==> src/rtl/mem_access_unit_if.sv <==
// Bus bundle for mem_access_unit: CPU request/response handshake and the
// byte-wide memory port. slave = the unit's view, master = environment view.
interface mem_access_unit_if #(
    parameter int ADDR_WIDTH = 16
);
    // CPU side
    logic                  req;
    logic                  ready;
    logic                  write;
    logic [ADDR_WIDTH-1:0] address;
    logic [15:0]           write_data;
    logic [15:0]           read_data;
    logic                  done;
    logic                  error;
    // Memory side
    logic [ADDR_WIDTH-1:0] mem_address;
    logic [7:0]            mem_write_byte;
    logic                  mem_write;
    logic                  mem_read;
    logic [7:0]            mem_read_byte;

    modport slave (
        input  req, write, address, write_data, mem_read_byte,
        output ready, read_data, done, error,
        output mem_address, mem_write_byte, mem_write, mem_read
    );

    modport master (
        output req, write, address, write_data, mem_read_byte,
        input  ready, read_data, done, error,
        input  mem_address, mem_write_byte, mem_write, mem_read
    );
endinterface

==> src/rtl/mem_access_unit.sv <==
// mem_access_unit: splits 16-bit big-endian loads/stores into two byte
// accesses (high byte at A, low byte at A+1) and pulses done on completion.
// Ports: i_clock, i_reset (sync, active-high), bus (mem_access_unit_if.slave).
// Optional: define ALIGN_CHECK_EN to reject odd addresses with done+error.
module mem_access_unit #(
    parameter int ADDR_WIDTH = 16
) (
    input  logic               i_clock,
    input  logic               i_reset,
    mem_access_unit_if.slave   bus
);

    typedef enum logic [1:0] {
        S_IDLE,
        S_HI,
        S_LO
    } state_t;

    state_t                r_state;
    state_t                w_next;
    logic                  r_write;
    logic [ADDR_WIDTH-1:0] r_addr;
    logic [15:0]           r_wdata;
    logic [7:0]            r_hi;
    logic [15:0]           r_rdata;
    logic                  r_done;
    logic                  r_error;

    logic                  w_ready;
    logic                  w_accept;
    logic                  w_misalign;
    logic [ADDR_WIDTH-1:0] w_mem_addr;
    logic [7:0]            w_wbyte;
    logic                  w_we;
    logic                  w_re;

    assign w_ready  = (r_state == S_IDLE) && !i_reset;
    assign w_accept = bus.req && w_ready;

`ifdef ALIGN_CHECK_EN
    // Odd request completes immediately with no memory cycle.
    assign w_misalign = w_accept && bus.address[0];
`else
    assign w_misalign = 1'b0;
`endif

    always_comb begin
        w_next     = r_state;
        w_mem_addr = '0;
        w_wbyte    = '0;
        w_we       = 1'b0;
        w_re       = 1'b0;
        unique case (r_state)
            S_IDLE: begin
                if (w_accept && !w_misalign) begin
                    w_next = S_HI;
                end
            end
            S_HI: begin
                w_mem_addr = r_addr;
                if (r_write) begin
                    w_wbyte = r_wdata[15:8];
                    w_we    = 1'b1;
                end else begin
                    w_re    = 1'b1;
                end
                w_next = S_LO;
            end
            S_LO: begin
                // Wraps modulo 2^ADDR_WIDTH by width truncation.
                w_mem_addr = r_addr + ADDR_WIDTH'(1);
                if (r_write) begin
                    w_wbyte = r_wdata[7:0];
                    w_we    = 1'b1;
                end else begin
                    w_re    = 1'b1;
                end
                w_next = S_IDLE;
            end
            default: begin
                w_next = S_IDLE;
            end
        endcase
    end

    always_ff @(posedge i_clock) begin
        if (i_reset) begin
            r_state <= S_IDLE;
            r_write <= 1'b0;
            r_addr  <= '0;
            r_wdata <= '0;
            r_hi    <= '0;
            r_rdata <= '0;
            r_done  <= 1'b0;
            r_error <= 1'b0;
        end else begin
            r_state <= w_next;
            r_done  <= (r_state == S_LO) || w_misalign;
            r_error <= w_misalign;
            if (w_accept) begin
                r_write <= bus.write;
                r_addr  <= bus.address;
                r_wdata <= bus.write_data;
            end
            if (r_state == S_HI && !r_write) begin
                r_hi <= bus.mem_read_byte;
            end
            // Only a whole word is ever published.
            if (r_state == S_LO && !r_write) begin
                r_rdata <= {r_hi, bus.mem_read_byte};
            end
        end
    end

    assign bus.ready          = w_ready;
    assign bus.read_data      = r_rdata;
    assign bus.done           = r_done;
    assign bus.error          = r_error;
    assign bus.mem_address    = w_mem_addr;
    assign bus.mem_write_byte = w_wbyte;
    assign bus.mem_write      = w_we;
    assign bus.mem_read       = w_re;

endmodule

==> src/flat_wrapper.sv <==
// flat-port wrapper written by rule: the top's interface ports become plain ports
module mem_access_unit_flat 
#(
    parameter int ADDR_WIDTH = 16
)
  (i_clock, i_reset, bus_req, bus_write, bus_address, bus_write_data, bus_mem_read_byte, bus_ready, bus_read_data, bus_done, bus_error, bus_mem_address, bus_mem_write_byte, bus_mem_write, bus_mem_read);
  mem_access_unit_if #(.ADDR_WIDTH(ADDR_WIDTH)) bus_i ();
  input  logic i_clock;
  input  logic i_reset;
  input wire logic [$bits(bus_i.req)-1:0] bus_req;
  input wire logic [$bits(bus_i.write)-1:0] bus_write;
  input wire logic [$bits(bus_i.address)-1:0] bus_address;
  input wire logic [$bits(bus_i.write_data)-1:0] bus_write_data;
  input wire logic [$bits(bus_i.mem_read_byte)-1:0] bus_mem_read_byte;
  output wire logic [$bits(bus_i.ready)-1:0] bus_ready;
  output wire logic [$bits(bus_i.read_data)-1:0] bus_read_data;
  output wire logic [$bits(bus_i.done)-1:0] bus_done;
  output wire logic [$bits(bus_i.error)-1:0] bus_error;
  output wire logic [$bits(bus_i.mem_address)-1:0] bus_mem_address;
  output wire logic [$bits(bus_i.mem_write_byte)-1:0] bus_mem_write_byte;
  output wire logic [$bits(bus_i.mem_write)-1:0] bus_mem_write;
  output wire logic [$bits(bus_i.mem_read)-1:0] bus_mem_read;
  assign bus_i.req = bus_req;
  assign bus_i.write = bus_write;
  assign bus_i.address = bus_address;
  assign bus_i.write_data = bus_write_data;
  assign bus_i.mem_read_byte = bus_mem_read_byte;
  assign bus_ready = bus_i.ready;
  assign bus_read_data = bus_i.read_data;
  assign bus_done = bus_i.done;
  assign bus_error = bus_i.error;
  assign bus_mem_address = bus_i.mem_address;
  assign bus_mem_write_byte = bus_i.mem_write_byte;
  assign bus_mem_write = bus_i.mem_write;
  assign bus_mem_read = bus_i.mem_read;
  mem_access_unit #(.ADDR_WIDTH(ADDR_WIDTH)) u_core (.i_clock(i_clock), .i_reset(i_reset), .bus(bus_i));
endmodule
==> config.mk <==
export PLATFORM = sky130hd
export DESIGN_NAME = mem_access_unit_flat
export DESIGN_NICKNAME = d
export VERILOG_FILES = /design/src/rtl/mem_access_unit_if.sv /design/src/rtl/mem_access_unit.sv /design/src/flat_wrapper.sv
export SDC_FILE = /design/constraint.sdc
export NUM_CORES = 1
export LEC_CHECK = 0
export CORE_UTILIZATION = 44
export DETAILED_ROUTE_END_ITERATION = 12
export GPL_TIMING_DRIVEN = 1
export MAX_ROUTING_LAYER = met4
export PLACE_DENSITY = 0.82
export SYNTH_ARGS = -nofsm -noshare
export SYNTH_HDL_FRONTEND = slang
export SYNTH_SLANG_ARGS = --single-unit
==> constraint.sdc <==
create_clock -name i_clock -period 2.1 [get_ports i_clock]
set_clock_uncertainty 0.05 [all_clocks]
set_input_delay 0.42 -clock i_clock [delete_from_list [all_inputs] [get_ports i_clock]]
set_output_delay 0.42 -clock i_clock [all_outputs]
set_load 0.05 [all_outputs]
==> flow_metrics.env, run 1 <==
export IMPL_status="complete, but fails checks"
export IMPL_violations="setup timing"
export IMPL_die_w_um=82.80
export IMPL_hold_path_class="reg -> reg"
export IMPL_synth_seq_cells=60
export IMPL_path_clk_slew_ns=0.07
export IMPL_power_frac_clock=0.276
export IMPL_grt_pass1_vias=3195
export IMPL_synth_compound_area_frac=0.1747
export IMPL_crit_start="u_core.r_addr[5]$_SDFFE_PP0P_"
export IMPL_port_buffers=87
export IMPL_yosysTopAreaCell="dfxtp_1"
export IMPL_dieArea_sq_um=6856
export IMPL_vias=3230
export IMPL_p_total_mw=3.635
export IMPL_h_tree_depth=3
export IMPL_cts_made_buffers=9
export IMPL_ir_drop_uv=477.8
export IMPL_power_density_nw_per_um2=703.2
export IMPL_synth_top_family_by_area="simple AND/OR/NAND/NOR gates"
export IMPL_critPathMaxFanout=6
export IMPL_crit_required_ns=1.63
export IMPL_crit_chain="nand4_4 -> nor4_4 -> xnor2_2 -> o21ai_4 -> buf_12"
export IMPL_diodes=0
export IMPL_setup_ws_ns=-0.2232
export IMPL_worstHoldStart="u_core.r_hi[4]$_SDFFE_PP0P_"
export IMPL_clk_path_buf_depth=2
export IMPL_post_drt_wl_per_cell_um=19.09
export IMPL_comb_power_share=0.349
export IMPL_rrSetupSlack_ns=0.40
export IMPL_finalWirelength_mm=10.75
export IMPL_grt_overflow_total=0
export IMPL_cts_sinks=60
export IMPL_rsz0062_at_grt="yes"
export IMPL_ant_nets=0
export IMPL_maxCapViolations=0
export IMPL_core_sq_um=6314
export IMPL_drcViolationCount=0
export IMPL_tightest_slew_ns=0.5987
export IMPL_fin_util=0.8187
export IMPL_synthMuxAreaShare=0.03876
export IMPL_ys_seq_area_frac=0.4181
export IMPL_slew_headroom=0.6009
export IMPL_synthCells=364
export IMPL_synthAdderAreaFrac=0.02178
export IMPL_cts_root_buf="clkbuf_8"
export IMPL_yosys_cell_types_count=42
export IMPL_slowest_stage="nor4_4"
export IMPL_p_int_mw=2.388
export IMPL_multi_input_area_sq_um=2056
export IMPL_cpPeakStageDelay_ns=0.44
export IMPL_yosys_warnings=0
export IMPL_arrival_ns=1.85
export IMPL_clkLatencyLatePin_ns=0.33
export IMPL_nFillCells=363
export IMPL_synth_area_leaders="dfxtp_1, nand2_1, nand2b_1"
export IMPL_vias_per_cell=5.737
export IMPL_synth_xor_area_frac=0.009146
export IMPL_worst_setup_path_start_kind="flop"
export IMPL_io_pins=89
export IMPL_syn_area_sq_um=2873
export IMPL_grt_usage=0.2892
export IMPL_final_common_cell="nand2_1"
export IMPL_p_seq_frac=0.375
export IMPL_grt_pass1_wl_mm=15.66
export IMPL_initial_core_util=0.4550
export IMPL_cts_hold_buf=0
export IMPL_crit_type="reg -> out"
export IMPL_switching_share=0.3428
export IMPL_gp_congestion=0.8966
export IMPL_antenna_found_initial=0
export IMPL_synth_simple_gate_area_frac=0.2844
export IMPL_final_cell_mix="nand2_1, clkdlybuf4s50_1, dfxtp_1, nand2b_1, o21ai_0"
export IMPL_drive_above_1_share=0.3724
export IMPL_core_rowCount=29
export IMPL_min_period_ns=2.323
export IMPL_hold_viol=0
export IMPL_max_freq_mhz=430.4
export IMPL_dp_final_hpwl_mm=5.625
export IMPL_grt_max_degree=61
export IMPL_fin_crit_sh=1.106
export IMPL_reg2reg_from="u_core.r_state[1]$_SDFFE_PP0P_"
export IMPL_fin_area_sq_um=5169
export IMPL_avgSynthCellArea_sq_um=7.892
export IMPL_drtIter0Drc=256
export IMPL_setup_viol=25
export IMPL_synthesis_nets=413
export IMPL_endpoint_kind="output pin"
export IMPL_syn2layout_area_growth_pct=79.92
export IMPL_synth_top_cell_area_share=0.4181
export IMPL_die_h_um=82.80
export IMPL_dr_pass1_iters=4
export IMPL_placed_area_sq_um=4282
export IMPL_power_leakage_nw=1.832
export IMPL_fin_nets=531
export IMPL_maxSlewViolCount=0
export IMPL_regArea_sq_um=1247
export IMPL_p_sw_mw=1.246
export IMPL_cts_tree="built"
final timing paths:
| kind | to | cells past startpoint |
|---|---|---|
| hold / removal | u_core.bus.read_data[12]$_SDFFE_PP0P_ | 2 |
| setup / recovery | bus_mem_address[13] | 5 |
| hold reg to reg | u_core.bus.read_data[12]$_SDFFE_PP0P_ | 2 |
| setup reg to reg | u_core.bus.read_data[3]$_SDFFE_PP0P_ | 6 |
layer usage:
metal / wire [um] / track usage / part of all wire
met1: 4055 / 0.3361 / 0.38
met2: 5557 / 0.4866 / 0.52
met4: 565 / 0.1552 / 0.053
met3: 567 / 0.03678 / 0.053
met5: 0 / - / 0
what timing repair did:
| action | CTS | global route |
|---|---|---|
| resized for setup | 96 | 32 |
| hold endpoints to repair | 0 | 0 |
| cloned | 0 | 1 |
| buffers inserted | 14 | 6 |
| endpoints found under the setup margin | 26 | 26 |
| pin swaps | 19 | 21 |
layout make-up:
| type | instances | share of cell area |
|---|---|---|
| Inverter | 5 | 0.004599 |
| Multi-Input combinational cell | 274 | 0.3977 |
| Timing Repair Buffer | 132 | 0.3009 |
| Sequential cell | 60 | 0.2413 |
| Clock buffer | 10 | 0.02663 |
| Tap cell | 77 | 0.01864 |
| Clock inverter | 5 | 0.01017 |
cells in the mapped netlist:
library cell and n:
a311oi_1 1, nand4_2 1, dfxtp_1 60, buf_2 8, nand3_2 2, nor2b_1 5, o21ai_0 38, buf_6 2
and3_2 1, a22oi_1 9, nand4_1 3, nand2b_1 36, nor2_1 25, ha_1 5, a22o_1 1, mux2i_1 10
clkbuf_1 11, a41oi_1 3, nor4_2 2, inv_1 5, or2b_1 1, o21ai_1 3, nand3_1 5, buf_4 3
and4_1 1, nor3_1 2, a31oi_1 4, nand2_1 76, and2_1 2, o41ai_1 2, xor2_1 1, and3_4 1
conb_1 1, mux2_2 1, buf_1 1, a21oi_1 24, a211oi_1 1, or3b_1 1, nand3b_1 1, xnor2_1 2
nor4_1 1, o31ai_1 2
cell families (layout without fill, tap and decap cells):
kind of cell	Yosys count	count (layout)
XOR/XNOR	3	3
flip-flops	60	60
multiplexers	11	11
AO/OA/AOI/OAI	88	88
adder cells (fa/ha/maj)	5	5
AND/OR/NAND/NOR	166	166
other	1	1
buffers and inverters	30	152
power groups by stage:
stage	logic [mW]	registers, mW	clock network (mW)
after floorplan	0.506	1.38	0
after global routing	1.33	1.37	1.08
after CTS	1.13	1.35	1.01
after detailed placement	0.954	1.35	0
after global placement	0.931	1.35	0
final	1.27	1.36	1.00
registers in the layout, indices dropped and copies added, names as in the netlist:
register,flops
u_core.bus.read_data,16
u_core.bus.done,1
u_core.r_hi,8
u_core.r_state,2
u_core.r_wdata,16
u_core.r_write,1
u_core.r_addr,16
worst max-delay path, delay by kind of cell (launching register included):
family | cells | cell delay [ns]
simple gates | 2 | 0.63
flops | 1 | 0.42
compound gates | 1 | 0.17
buf+inv | 1 | 0.16
xor+xnor | 1 | 0.13
metrics by stage:
stage / cells / hold slack [ns] / worst slack (ns) / TNS (ns)
final: 563 / 0.4000 / -0.2232 / -2.966
after CTS: 556 / 0.3992 / -0.1417 / -1.813
after global placement: 528 / 0.3869 / 0.05946 / 0
after floorplan: 364 / 0.3812 / -0.3208 / -0.7394
after global routing: 563 / 0.4230 / -0.2296 / -3.857
after detailed placement: 528 / 0.3970 / -0.03411 / -0.03411
Power figures use the tool's default switching activity.
==> inputs of run 2 (changes only) <==
Settings changed: REMOVE_ABC_BUFFERS from default to 1.
==> run 2 against run 1 <==
The run still ends with setup timing left. Register-to-register slack worse by 0.15 ns. Sequential share of layout area is 0.58 points higher. Cell count stayed put. Largest cell class unchanged. Highest routed layer unchanged.
==> flow_metrics.env, run 2 (synthesis gave the netlist of run 1 again) <==
export IMPL_arrival_ns=1.87
export IMPL_vias=3125
export IMPL_final_common_cell="nand2_1"
export IMPL_h_tree_depth=3
export IMPL_power_leakage_nw=1.803
export IMPL_rrSetupSlack_ns=0.25
export IMPL_final_cell_mix="nand2_1, clkdlybuf4s50_1, dfxtp_1, nand2b_1, buf_4"
export IMPL_placed_area_sq_um=4219
export IMPL_dieArea_sq_um=6856
export IMPL_whs_ns=0.4064
export IMPL_die_h_um=82.80
export IMPL_dr_pass1_iters=4
export IMPL_ant_nets=0
export IMPL_cts_hold_buf=0
export IMPL_setup_ws_ns=-0.2409
export IMPL_drcViolationCount=0
export IMPL_fin_util=0.7923
export IMPL_grt_usage=0.2496
export IMPL_cts_made_buffers=9
export IMPL_vias_per_cell=5.551
export IMPL_reg2reg_from="u_core.r_state[1]$_SDFFE_PP0P_"
export IMPL_endpoint_kind="output pin"
export IMPL_fin_area_sq_um=5002
export IMPL_r2r_end="u_core.r_hi[2]$_SDFFE_PP0P_"
export IMPL_cts_sinks=60
export IMPL_cts_tree="built"
export IMPL_min_period_ns=2.341
export IMPL_initial_core_util=0.4550
export IMPL_grt_max_degree=61
export IMPL_dp_final_hpwl_mm=5.459
export IMPL_status="complete, but fails checks"
export IMPL_cts_root_buf="clkbuf_8"
export IMPL_syn2layout_area_growth_pct=74.13
export IMPL_setup_tns_final_ns=-2.879
export IMPL_slew_headroom=0.5897
export IMPL_gp_congestion=0.9227
export IMPL_ir_drop_uv=469.7
export IMPL_hold_path_class="reg -> reg"
export IMPL_port_buffers=87
export IMPL_min_to="u_core.bus.read_data[0]$_SDFFE_PP0P_"
export IMPL_drtIter0Drc=166
export IMPL_reg2reg_depth=9
export IMPL_dp_slack_ns=-0.06936
export IMPL_io_pins=89
export IMPL_grt_pass1_wl_mm=13.46
export IMPL_worst_setup_path_start_kind="flop"
export IMPL_final_cells=563
export IMPL_hold_viol=0
export IMPL_power_density_nw_per_um2=719.6
export IMPL_finalWirelength_mm=9.464
export IMPL_maxCapViolations=0
export IMPL_max_freq_mhz=427.2
export IMPL_drive_above_1_share=0.3580
export IMPL_crit_required_ns=1.63
export IMPL_post_drt_wl_per_cell_um=16.81
export IMPL_grt_overflow_total=0
export IMPL_worstHoldStart="u_core.bus.read_data[0]$_SDFFE_PP0P_"
export IMPL_die_w_um=82.80
export IMPL_clk_path_buf_depth=2
export IMPL_core_rowCount=29
export IMPL_crit_type="reg -> out"
export IMPL_p_total_mw=3.600
export IMPL_setup_viol=23
export IMPL_antenna_found_initial=0
export IMPL_grt_pass1_vias=2938
export IMPL_diodes=0
export IMPL_holdPathStages=2
export IMPL_fin_crit_sh=1.115
export IMPL_placed_cells=537
export IMPL_maxSlewViolCount=0
export IMPL_tightest_slew_ns=0.6155
export IMPL_clkLatencyLatePin_ns=0.34
export IMPL_fin_nets=530
export IMPL_path_clk_slew_ns=0.08
export IMPL_critPathMaxFanout=8
export IMPL_violations="setup timing"
export IMPL_rsz0062_at_grt="yes"
export IMPL_core_sq_um=6314
-- run 2: cell count changes in the layout (fill, tap and decap cells not counted), moves of 3 or more --
cell / previous run / this run
a31oi_4: 3 / 0
buf_6: 11 / 8
dfxtp_4: 10 / 6
clkinv_4: 0 / 3
a22oi_1: 3 / 0
a22oi_2: 6 / 9
nand3_4: 4 / 1
nand3_2: 1 / 4
dfxtp_2: 7 / 10
buf_4: 30 / 36
-- run 2: worst max path at each step --
| stage | startpoint | endpoint | slack [ns] | cells past startpoint |
|---|---|---|---|---|
| 3_3_place_gp | u_core.r_state[1]$_SDFFE_PP0P_ | bus_mem_address[7] | 0.03 | 7 |
| 4_1_cts | u_core.r_state[1]$_SDFFE_PP0P_ | bus_mem_address[7] | -0.20 | 9 |
| 3_5_place_dp | u_core.r_state[1]$_SDFFE_PP0P_ | bus_mem_address[7] | -0.07 | 7 |
| 5_1_grt | u_core.r_state[1]$_SDFFE_PP0P_ | bus_mem_address[14] | -0.29 | 7 |
| 6_report | u_core.r_state[1]$_SDFFE_PP0P_ | bus_mem_address[8] | -0.24 | 8 |
| 2_1_floorplan | u_core.r_state[0]$_SDFFE_PP0P_ | bus_mem_address[7] | -1.19 | 4 |
-- run 2: final cells by class --
cell class,count,area [sq um]
sequential,60,1236
clock inverter,7,75.07
fill,380,1311
clock buffer,9,123.9
tap,77,96.34
timing repair buffer,131,1504
inverter,5,26.28
multi-input combinational,274,1941
-- run 2: metal layers --
metal	vias up	GRT usage	wire length, um
met5	-	-	0
met4	0	0.1473	459
met3	50	0.05467	489
met2	133	0.4188	4780
met1	1467	0.2711	3735
li1	1475	-	-
-- run 2: what timing repair did --
item	CTS	global route
buffers inserted	7	4
pin swaps	20	13
gates resized for setup	71	56
endpoints found under the setup margin	26	25
-- run 2: report_power, final --
part           switching, mW  leakage, nW  internal [mW]
clock                  0.501        0.104          0.553
combinational          0.636         1.20          0.538
sequential             0.119        0.498           1.25
total                   1.26         1.80           2.34
-- run 2: worst max-delay path, cell delays in order (launching register included) --
cell and delay (ns):
dfxtp_4 0.39, inv_4 0.05, ha_4 0.24, inv_2 0.20, nor2_4 0.08, o21ai_2 0.20, o31ai_4 0.09, buf_4 0.14
buf_12 0.14
